==> config.mk <==
export PLATFORM = sky130hd
export DESIGN_NAME = zigzag_kodlayici
export DESIGN_NICKNAME = d
export VERILOG_FILES = /design/src/rtl/zigzag_kodlayici.sv
export SDC_FILE = /design/constraint.sdc
export NUM_CORES = 1
export LEC_CHECK = 0
export CAP_MARGIN = 20
export CORE_MARGIN = 3
export CORE_UTILIZATION = 55
export DETAILED_ROUTE_END_ITERATION = 12
export DONT_BUFFER_PORTS = 1
export PLACE_DENSITY = 0.71
export SETUP_SLACK_MARGIN = 0.15
export SYNTH_ARGS = -nofsm -noshare
export SYNTH_HDL_FRONTEND = slang
export SYNTH_SLANG_ARGS = --single-unit
==> constraint.sdc <==
create_clock -name clk_i -period 3.5 [get_ports clk_i]
set_input_delay 0.7 -clock clk_i [delete_from_list [all_inputs] [get_ports clk_i]]
set_output_delay 0.7 -clock clk_i [all_outputs]
set_load 0.1 [all_outputs]
==> src/rtl/zigzag_kodlayici.sv <==
`default_nettype none
// ============================================================================
// Module   : zigzag_kodlayici
// Purpose  : Collects one 8x8 block of quantized coefficients addressed by
//            row/col. The block is scanned in JPEG zigzag order and emitted as
//            (run, value) pairs, with ZRL (15,0) and EOB (0,0) symbols.
//            This block sits between the quantizer and the Huffman encoder.
// Ports    : clk_i, rstn_i        clock, asynchronous active-low reset
//            q_veri_i/q_row_i/q_col_i, q_gecerli_i, q_blok_son_i, q_hazir_o
//                                 coefficient input beat with valid/ready
//            hk_run_o/hk_veri_o/hk_blk_son_o, hk_gecerli_o, hk_hazir_i
//                                 (run, value) pair output with valid/ready
// Revision : 1.0 - initial release
// ============================================================================
module zigzag_kodlayici #(
    parameter int VERI_BIT  = 12,
    parameter int RUN_BIT   = 4,
    parameter int BLOCK_BIT = 3
) (
    input  logic                 clk_i,
    input  logic                 rstn_i,
    input  logic [VERI_BIT-1:0]  q_veri_i,
    input  logic [BLOCK_BIT-1:0] q_row_i,
    input  logic [BLOCK_BIT-1:0] q_col_i,
    input  logic                 q_gecerli_i,
    input  logic                 q_blok_son_i,
    output logic                 q_hazir_o,
    output logic [RUN_BIT-1:0]   hk_run_o,
    output logic [VERI_BIT-1:0]  hk_veri_o,
    output logic                 hk_gecerli_o,
    output logic                 hk_blk_son_o,
    input  logic                 hk_hazir_i
);

    // YAZ fills the block, KILIT latches the last nonzero index, TARA scans.
    localparam logic [1:0]         c_YAZ     = 2'd0;
    localparam logic [1:0]         c_KILIT   = 2'd1;
    localparam logic [1:0]         c_TARA    = 2'd2;
    localparam logic [RUN_BIT-1:0] c_RUN_MAX = {RUN_BIT{1'b1}};
    localparam logic [RUN_BIT-1:0] c_RUN_BIR = {{(RUN_BIT-1){1'b0}}, 1'b1};

    // Zigzag index of (row, col): anti-diagonal d = row+col starts at a
    // triangular base; odd diagonals run downward (row increasing), even
    // diagonals run upward (row decreasing).
    function automatic logic [5:0] f_zigzag(input logic [BLOCK_BIT-1:0] row,
                                            input logic [BLOCK_BIT-1:0] col);
        logic [7:0] r8, c8, d, taban, ofs;
        r8 = 8'(row);
        c8 = 8'(col);
        d  = r8 + c8;
        if (d < 8'd8) begin
            taban = (d * (d + 8'd1)) >> 1;
            ofs   = d[0] ? r8 : c8;
        end else begin
            taban = 8'd64 - (((8'd15 - d) * (8'd16 - d)) >> 1);
            ofs   = d[0] ? (r8 - (d - 8'd7)) : (8'd7 - r8);
        end
        f_zigzag = 6'(taban + ofs);
    endfunction

    logic [1:0]          r_durum;
    logic [63:0]         r_mask;
    logic [VERI_BIT-1:0] r_buf [0:63];
    logic [5:0]          r_k;
    logic [5:0]          r_son_k;
    logic [RUN_BIT-1:0]  r_run;
    logic                r_eob;
    logic                r_son_gitti;
    logic [RUN_BIT-1:0]  r_hk_run;
    logic [VERI_BIT-1:0] r_hk_veri;
    logic                r_hk_gecerli;
    logic                r_hk_son;

    logic                w_yaz_hs;
    logic [5:0]          w_zz;
    logic [5:0]          w_son_idx;
    logic                w_load;
    logic                w_nz;
    logic [VERI_BIT-1:0] w_deger;

    assign w_yaz_hs = q_gecerli_i & (r_durum == c_YAZ);
    assign w_zz     = f_zigzag(q_row_i, q_col_i);
    assign w_load   = ~r_hk_gecerli | hk_hazir_i;
    assign w_nz     = r_mask[r_k];
    assign w_deger  = w_nz ? r_buf[r_k] : '0;

    // Highest set mask index among AC positions; 0 when only DC (or nothing).
    always_comb begin
        w_son_idx = '0;
        for (int i = 1; i < 64; i++) begin
            if (r_mask[i]) w_son_idx = 6'(i);
        end
    end

    // The buffer is held in scan order so the scan reads it by k directly.
    // It is never cleared: the mask alone decides which entries are live.
    always_ff @(posedge clk_i) begin
        if (w_yaz_hs) r_buf[w_zz] <= q_veri_i;
    end

    always_ff @(posedge clk_i or negedge rstn_i) begin
        if (!rstn_i) begin
            r_durum      <= c_YAZ;
            r_mask       <= '0;
            r_k          <= '0;
            r_son_k      <= '0;
            r_run        <= '0;
            r_eob        <= 1'b0;
            r_son_gitti  <= 1'b0;
            r_hk_run     <= '0;
            r_hk_veri    <= '0;
            r_hk_gecerli <= 1'b0;
            r_hk_son     <= 1'b0;
        end else begin
            case (r_durum)
                c_YAZ: begin
                    if (w_yaz_hs) begin
                        r_mask[w_zz] <= (q_veri_i != '0);
                        if (q_blok_son_i) r_durum <= c_KILIT;
                    end
                end
                c_KILIT: begin
                    r_son_k     <= w_son_idx;
                    r_k         <= '0;
                    r_run       <= '0;
                    r_eob       <= 1'b0;
                    r_son_gitti <= 1'b0;
                    r_durum     <= c_TARA;
                end
                c_TARA: begin
                    if (w_load) begin
                        if (r_son_gitti) begin
                            // Loading while the blk_son pair is valid means
                            // it was just taken: the block is finished.
                            r_hk_gecerli <= 1'b0;
                            r_hk_son     <= 1'b0;
                            r_hk_run     <= '0;
                            r_hk_veri    <= '0;
                            r_mask       <= '0;
                            r_durum      <= c_YAZ;
                        end else if (r_eob) begin
                            r_hk_run     <= '0;
                            r_hk_veri    <= '0;
                            r_hk_son     <= 1'b1;
                            r_hk_gecerli <= 1'b1;
                            r_son_gitti  <= 1'b1;
                        end else begin
                            if (r_k == 6'd0) begin
                                // DC is always emitted, even when zero.
                                r_hk_run     <= '0;
                                r_hk_veri    <= w_deger;
                                r_hk_son     <= 1'b0;
                                r_hk_gecerli <= 1'b1;
                            end else if (w_nz) begin
                                r_hk_run     <= r_run;
                                r_hk_veri    <= w_deger;
                                r_hk_son     <= (r_k == 6'd63);
                                r_hk_gecerli <= 1'b1;
                                r_run        <= '0;
                            end else if (r_run == c_RUN_MAX) begin
                                r_hk_run     <= c_RUN_MAX;
                                r_hk_veri    <= '0;
                                r_hk_son     <= 1'b0;
                                r_hk_gecerli <= 1'b1;
                                r_run        <= '0;
                            end else begin
                                r_run        <= r_run + c_RUN_BIR;
                                r_hk_gecerli <= 1'b0;
                            end
                            // A pair at k=63 already ends the block; any
                            // earlier end index is followed by an EOB.
                            if (r_k == r_son_k) begin
                                if (r_k == 6'd63) r_son_gitti <= 1'b1;
                                else              r_eob       <= 1'b1;
                            end else begin
                                r_k <= r_k + 6'd1;
                            end
                        end
                    end
                end
                default: r_durum <= c_YAZ;
            endcase
        end
    end

    // Held low while reset is asserted so no beat is accepted during reset.
    assign q_hazir_o    = rstn_i & (r_durum == c_YAZ);
    assign hk_run_o     = r_hk_run;
    assign hk_veri_o    = r_hk_veri;
    assign hk_gecerli_o = r_hk_gecerli;
    assign hk_blk_son_o = r_hk_son;

endmodule
`default_nettype wire

Yosys cells after proc, flatten, opt, wreduce, memory -nomap -nowiden

Memories as Yosys holds them, arrays and structs flattened.
Index checks and enable logic that the tools add are counted.

Register bits: 102
RAM bits: 768
Input port bits: 23
Output and inout bits: 19
Memories kept: 1

Memory list:

| name  | depth | bits a word | rd ports | clocked after memory_dff | wr ports | line | RTL |
|---|---|---|---|---|---|---|---|
| r_buf | 64    | 12          | 1        | 0                        | 1        | 63   | `logic [VERI_BIT-1:0] r_buf [0:63];` |

Add/sub/neg operators: 11
Multipliers: 2
Order comparisons: 4
Eq/ne operators: 13
Mux-type cells: 128
Bitwise operators: 4
Reductions and logical operators: 15

Operators with widths:

| cell                                                              | count |
|---|---|
| 2-to-1 mux 6 bit                                                  | 68 |
| 2-to-1 mux 64 bit                                                 | 3 |
| case mux 64 bit (2 select lines)                                  | 1 |
| 2-to-1 mux 12 bit                                                 | 6 |
| bitwise mux 64 bit                                                | 1 |
| 2-to-1 mux 4 bit                                                  | 11 |
| 2-to-1 mux 1 bit                                                  | 25 |
| inequality test 2 bit, second input constant                      | 8 |
| < comparator 6 x 7 -> 1 bit, second input constant                | 2 |
| case mux 6 bit (2 select lines)                                   | 1 |
| nonzero test 12 bit                                               | 1 |
| 2-to-1 mux 2 bit                                                  | 5 |
| AND reduction 5 bit                                               | 2 |
| case mux 4 bit (2 select lines)                                   | 1 |
| AND reduction 4 bit                                               | 2 |
| multiplier 4 x 5 -> 7 bit                                         | 1 |
| multiplier 5 x 6 -> 7 bit                                         | 1 |
| adder 6 x 1 -> 6 bit, second input constant                       | 1 |
| adder 6 bit                                                       | 1 |
| binary-select mux 1 bit (select 6 bit)                            | 1 |
| demux 1 bit (select 6 bit)                                        | 1 |
| == test 6 bit                                                     | 1 |
| == test 6 bit, second input constant                              | 1 |
| greater-or-equal comparator 6 x 1 -> 1 bit, second input constant | 1 |
| other kinds (26)                                                  | 31 |

Depth between registers and ports, before layout

Word-level depth: 63
Depth in mapped cells: 26
Depth with buffers taken out: 24

Worst setup path before layout

No wires, ideal clock.

Path kind: input-to-reg
Start: input q_row_i[1]
End: memory r_buf[32][0] (enable)
Setup time: 0.396 ns
Data arrival time: 7.043 ns
Required time: 3.104 ns
Path slack: -3.940 ns
Stages on the path: 26
Path through: ha_1 > a21o_1 > a21o_1 > buf_2 > inv_1 > clkbuf_1 > ha_1 > or2_2 > fa_1 > fa_1 > inv_1 > ha_1 > xor2_1 > nand3_1 > a21oi_1 > a21oi_1 > ha_1 > o21ai_0 > o21bai_1 > a21oi_1 > xnor2_1 > nor4_2 > nor2_1 > buf_2 > buf_2 > nor3_1

Cells in the longest elaborated chain, start to end: 6
Elaborated cells on any way between the ends: 16

Ends and longest elaborated chain:

| what                                                                          | line   | RTL |
|---|---|---|
| from (decl)                                                                   | 23     | `input logic [BLOCK_BIT-1:0] q_row_i,` |
| adder 3 x 3 -> 4 bit                                                          | 50     | `d = r8 + c8;` |
| subtractor 5 x 4 -> 6 bit (tied with other cells)                             | 55     | `taban = 8'd64 - (((8'd15 - d) * (8'd16 - d)) >> 1);` |
| multiplier 5 x 6 -> 7 bit / subtractor 4 x 5 -> 6 bit (equally long branches) | 55, 56 |  |
| subtractor 1 x 6 -> 6 bit / 2-to-1 mux 6 bit (equally long branches)          | 55, 56 |  |
| 2-to-1 mux 6 bit                                                              | 51     | `if (d < 8'd8) begin` |
| adder 6 bit (*)                                                               | 58     | `f_zigzag = 6'(taban + ofs);` |
| to (decl)                                                                     | 63     |  |

Mark *: on every way between the ends. The rest lies on a longest branch, timed or not.

Worst setup path in the final report

Start: input q_row_i[0]
End: memory r_buf[42][1] (enable)

Same word-level chain as after synthesis.

==> key figures <==
Critical path
  – Worst reg-to-reg setup slack: 300 ps
  – Crit path buf inv count: 10
  – Crit path max fanout: 12
  – CP Launch Type: input pin
  – WP data required: 3860 ps
  – Library cell contributing the largest single delay on the critical path: fa_2
  – Class of the most critical setup path: input pin to flop
  – Worst path max stage delay: 600 ps
  – Depth of the worst register-to-register path: 8
  – Critical path launch point: q_row_i[0]
  – Beginning of the worst register-to-register path: r_k[0]$_DFFE_PN0P_
  – Crit-path leading delay family: adder cells
  – Signal arrival time at the worst endpoint: 5890 ps
  – Crit. path cell count: 27
  – Critical path capture point type: flop

Placement
  – Final weighted congestion in routability-driven placement: 0.9039
  – Instance area at placement: 40,960 um2
  – Dpl hpwl: 58,950 um
  – Number of port buffers: 0
  – Post-place setup slack: -2826 ps

Synthesis
  – Post-synth cell types: 66
  – Synthesized instance count: 2,138
  – Syn Area/Cell: 17.52 um2
  – Top FF cell, synth: edfxtp_1
  – Ys Warns: 0
  – Synth area leader: edfxtp_1
  – Synthesized Nets: 2,221
  – Area contributors post-synth: edfxtp_1 62%, mux4_2 15%, dfrtp_1 6.8%, ha_1 1.5%, nand2_1 1.4%
  – Count of flip-flops with a built-in enable after synthesis: 768
  – Share of the synthesized area in the top cell type: 61.55%
  – Register bit total from synthesis: 870
  – Proportion of synthesized chip area in sequential cells: 68.37%
  – Cell area after technology mapping: 37,470 um2
  – Asr flop ratio synth: 11.72%

Die
  – Overall die width: 267.0 um
  – Die extent in y: 267.0 um
  – Core box area: 67,280 um2
  – Core Rows: 95
  – Initial Utilization: 55.69%
  – Number of ports placed on the die boundary: 42
  – Area of the die: 71,290 um2

Routing
  – Total length of routed wires: 97,540 um
  – Number of DRC markers in iteration 0: 2,595
  – Routed via count: 21,944
  – Avg WL per Cell: 29.42 um
  – Via count normalized by instance count: 6.620
  – Number of routed nets with antenna violations: 0
  – Number of search-and-repair iterations in the first detailed-routing pass: 5
  – DRC errors left: 0

Clock network
  – CTS clock-pin slew for the worst setup and hold paths: 60 ps
  – Maximum root-to-sink buffer count: 3
  – CTS H-Tree Depth: 3
  – Worst skew pair latency: 650 ps
  – Clock tree from TritonCTS: yes
  – Clock Sinks: 870
  – Root Buffer Master: clkbuf_16
  – CTS buffer count: 86

Layout
  – Total number of nets in the final design: 2,455
  – Layout cell share with drive strength beyond 1: 31.41%
  – Synth-to-layout area growth: 20.30%
  – Final standard cell area without fillers: 45,070 um2
  – Antenna cells: 0

Timing
  – Final-report setup violation count: 832
  – Setup WS post-layout: -2031 ps
  – Final Skew: 37.05 ps
  – Final-report max-slew violation count: 0
  – Setup repair after global routing missed its margin: true
  – Fin Setup TNS: -1,630,130 ps
  – Tcrit/Tclk final: 158.0%
  – Achievable Freq: 180.8 MHz
  – Endpoints failing hold: 0
  – Transition time at the pin with the least slew margin: 1001 ps
  – Tightest hold margin: 151.1 ps
  – Minimum clock period after layout: 5531 ps
  – Worst max-slew margin expressed relative to the limit: 33.27%

Power and ir drop
  – Switching pwr: 14,760 uW
  – Sequential power share: 34.5%
  – Clk pwr share: 23.7%
  – Internal power: 23,620 uW
  – Switching part of the total power: 38.46%
  – Leakage power: 0.01494 uW
  – Peak supply drop: 1318 uV
  – Power per standard cell area: 851.5 nW/um2
  – Total Power Consumption: 38,380 uW
  – Power share of the combinational group: 41.8%

Global route
  – Pin count of the biggest net entering global routing: 103
  – Total routing usage reported by global routing: 27.92%
  – Global-route wire length before repair: 145,400 um
  – Via count of the first global-routing pass: 21,627
  – Overflow after GRT: 0
  – Antenna violations before repair: 2

Worst hold path
  – Worst Hold Class: input pin to flop
  – Min-Delay Startpoint: q_veri_i[4]
  – Number of cells traversed by the worst hold path: 0

Run status
  – Outcome: complete, but fails checks
  – Violated checks: setup timing

Flow run
  – Max-cap violations: 0
## per-stage QoR
step	utilization, %	std cells
6_report	67.00	3315
5_1_grt	67.00	3315
4_1_cts	66.65	3300
3_5_place_dp	60.89	3073
3_3_place_gp	60.89	3073
2_1_floorplan	-	2138
## power by group through the flow
stage | clock network (uW) | logic, uW | registers, uW
after global routing | 9660 | 16900 | 13300
after global placement | 0 | 13900 | 13400
final | 9080 | 16100 | 13300
after floorplan | 0 | 9480 | 13200
after CTS | 9150 | 15400 | 13200
after detailed placement | 0 | 14200 | 13400
## worst register-to-register path, stage by stage (launching register included)
cell and delay [ps]:
dfrtp_4 610, buf_4 470, inv_1 250, mux2_2 330
o21ai_0 340, o211ai_1 160, o21ai_1 240, a31o_2 490
a22o_1 230
## path summary, 6_finish.rpt
| path | endpoint |
|---|---|
| max | r_buf[42][1]$_DFFE_PP_ |
| max reg2reg | hk_veri_o[9]$_DFFE_PN0P_ |
| min | r_buf[41][4]$_DFFE_PP_ |
| min in group asynchronous | r_mask[29]$_DFFE_PN0P_ |
| min reg2reg | r_run[3]$_DFFE_PN0P_ |
| max in group asynchronous | r_k[2]$_DFFE_PN0P_ |
## what timing repair did
item | CTS | global route
cloned | 7 | 3
hold buffers | 2 | 0
resized for setup | 50 | 11
setup endpoints to repair | 832 | 832
pin swaps | 39 | 12
hold endpoints to repair | 102 | 0
buffers inserted | 60 | 12
## cell usage after synthesis, types with 3 or more instances
master / n
nand2_1: 138
nor3_1: 76
or2_2: 3
a22oi_1: 3
nor2b_1: 10
a21o_1: 9
o2bb2ai_1: 10
or4_1: 11
xor2_1: 15
inv_1: 57
buf_4: 7
o21bai_1: 3
a21oi_1: 38
a221oi_1: 3
a211oi_1: 39
o31ai_1: 6
edfxtp_1: 768
nand3_1: 22
dfrtp_1: 102
and3_1: 3
buf_2: 54
o31a_1: 4
nor2_1: 84
buf_1: 11
mux2i_1: 33
ha_1: 46
nand4_1: 17
a31o_1: 6
fa_1: 14
a22o_1: 12
o21ai_1: 8
clkbuf_1: 58
nor4_1: 50
mux4_2: 243
and2_1: 6
xnor2_1: 16
o32ai_1: 42
mux2_2: 10
nand2b_1: 10
a31oi_1: 9
o21ai_0: 32
o211ai_1: 7
o22ai_1: 17
## routing by layer
| metal | GRT usage, % | routed length (um) | vias to the layer above |
|---|---|---|---|
| li1 | - | - | 9217 |
| met1 | 41.27 | 39160 | 11319 |
| met2 | 42.76 | 45810 | 1260 |
| met3 | 6.499 | 10270 | 148 |
| met4 | 7.098 | 2305 | 0 |
| met5 | 0 | 0 | - |
## cell usage in the layout (no fill, tap or decap), drive strengths merged, types with 14 or more instances in the layout
cell type	instances
nor2	84
mux2i	33
o21ai	40
xnor2	16
inv	63
clkinv	36
a21oi	38
nand2	139
fa	14
ha	46
o32ai	42
edfxtp	768
buf	272
nor4	51
dfrtp	102
xor2	15
mux4	243
nand4	17
a211oi	39
o22ai	17
nor3	76
clkbuf	106
nand3	22
## cells by family (layout without fill, tap and decap cells)
group / Yosys count / in the layout / synth area share [%]
DFF: 870 / 870 / 68.37
adders and majority gates: 60 / 60 / 2.284
muxes: 286 / 286 / 15.79
and+or+nand+nor: 438 / 438 / 5.597
buffers and inverters: 189 / 493 / 2.164
AOI/OAI and AO/OA: 264 / 264 / 5.073
xor gates and xnor gates: 31 / 31 / 0.7247
## state kept, by name, summed over array words and instances, names as in the netlist, 2 cells and up
| name | flops |
|---|---|
| hk_veri_o | 12 |
| r_mask | 64 |
| r_durum | 2 |
| r_k | 6 |
| hk_run_o | 4 |
| r_son_k | 6 |
| r_buf | 768 |
| r_run | 4 |
## final cells by class
class / instances / area (um2)
clock buffer: 103 / 2268
clock inverter: 55 / 500.5
tap: 873 / 1092
inverter: 58 / 225.2
multi-input combinational: 1079 / 11990
sequential: 870 / 25630
timing repair buffer: 277 / 3372
fill: 4260 / 22200
(Power assumes the default switching activity.)
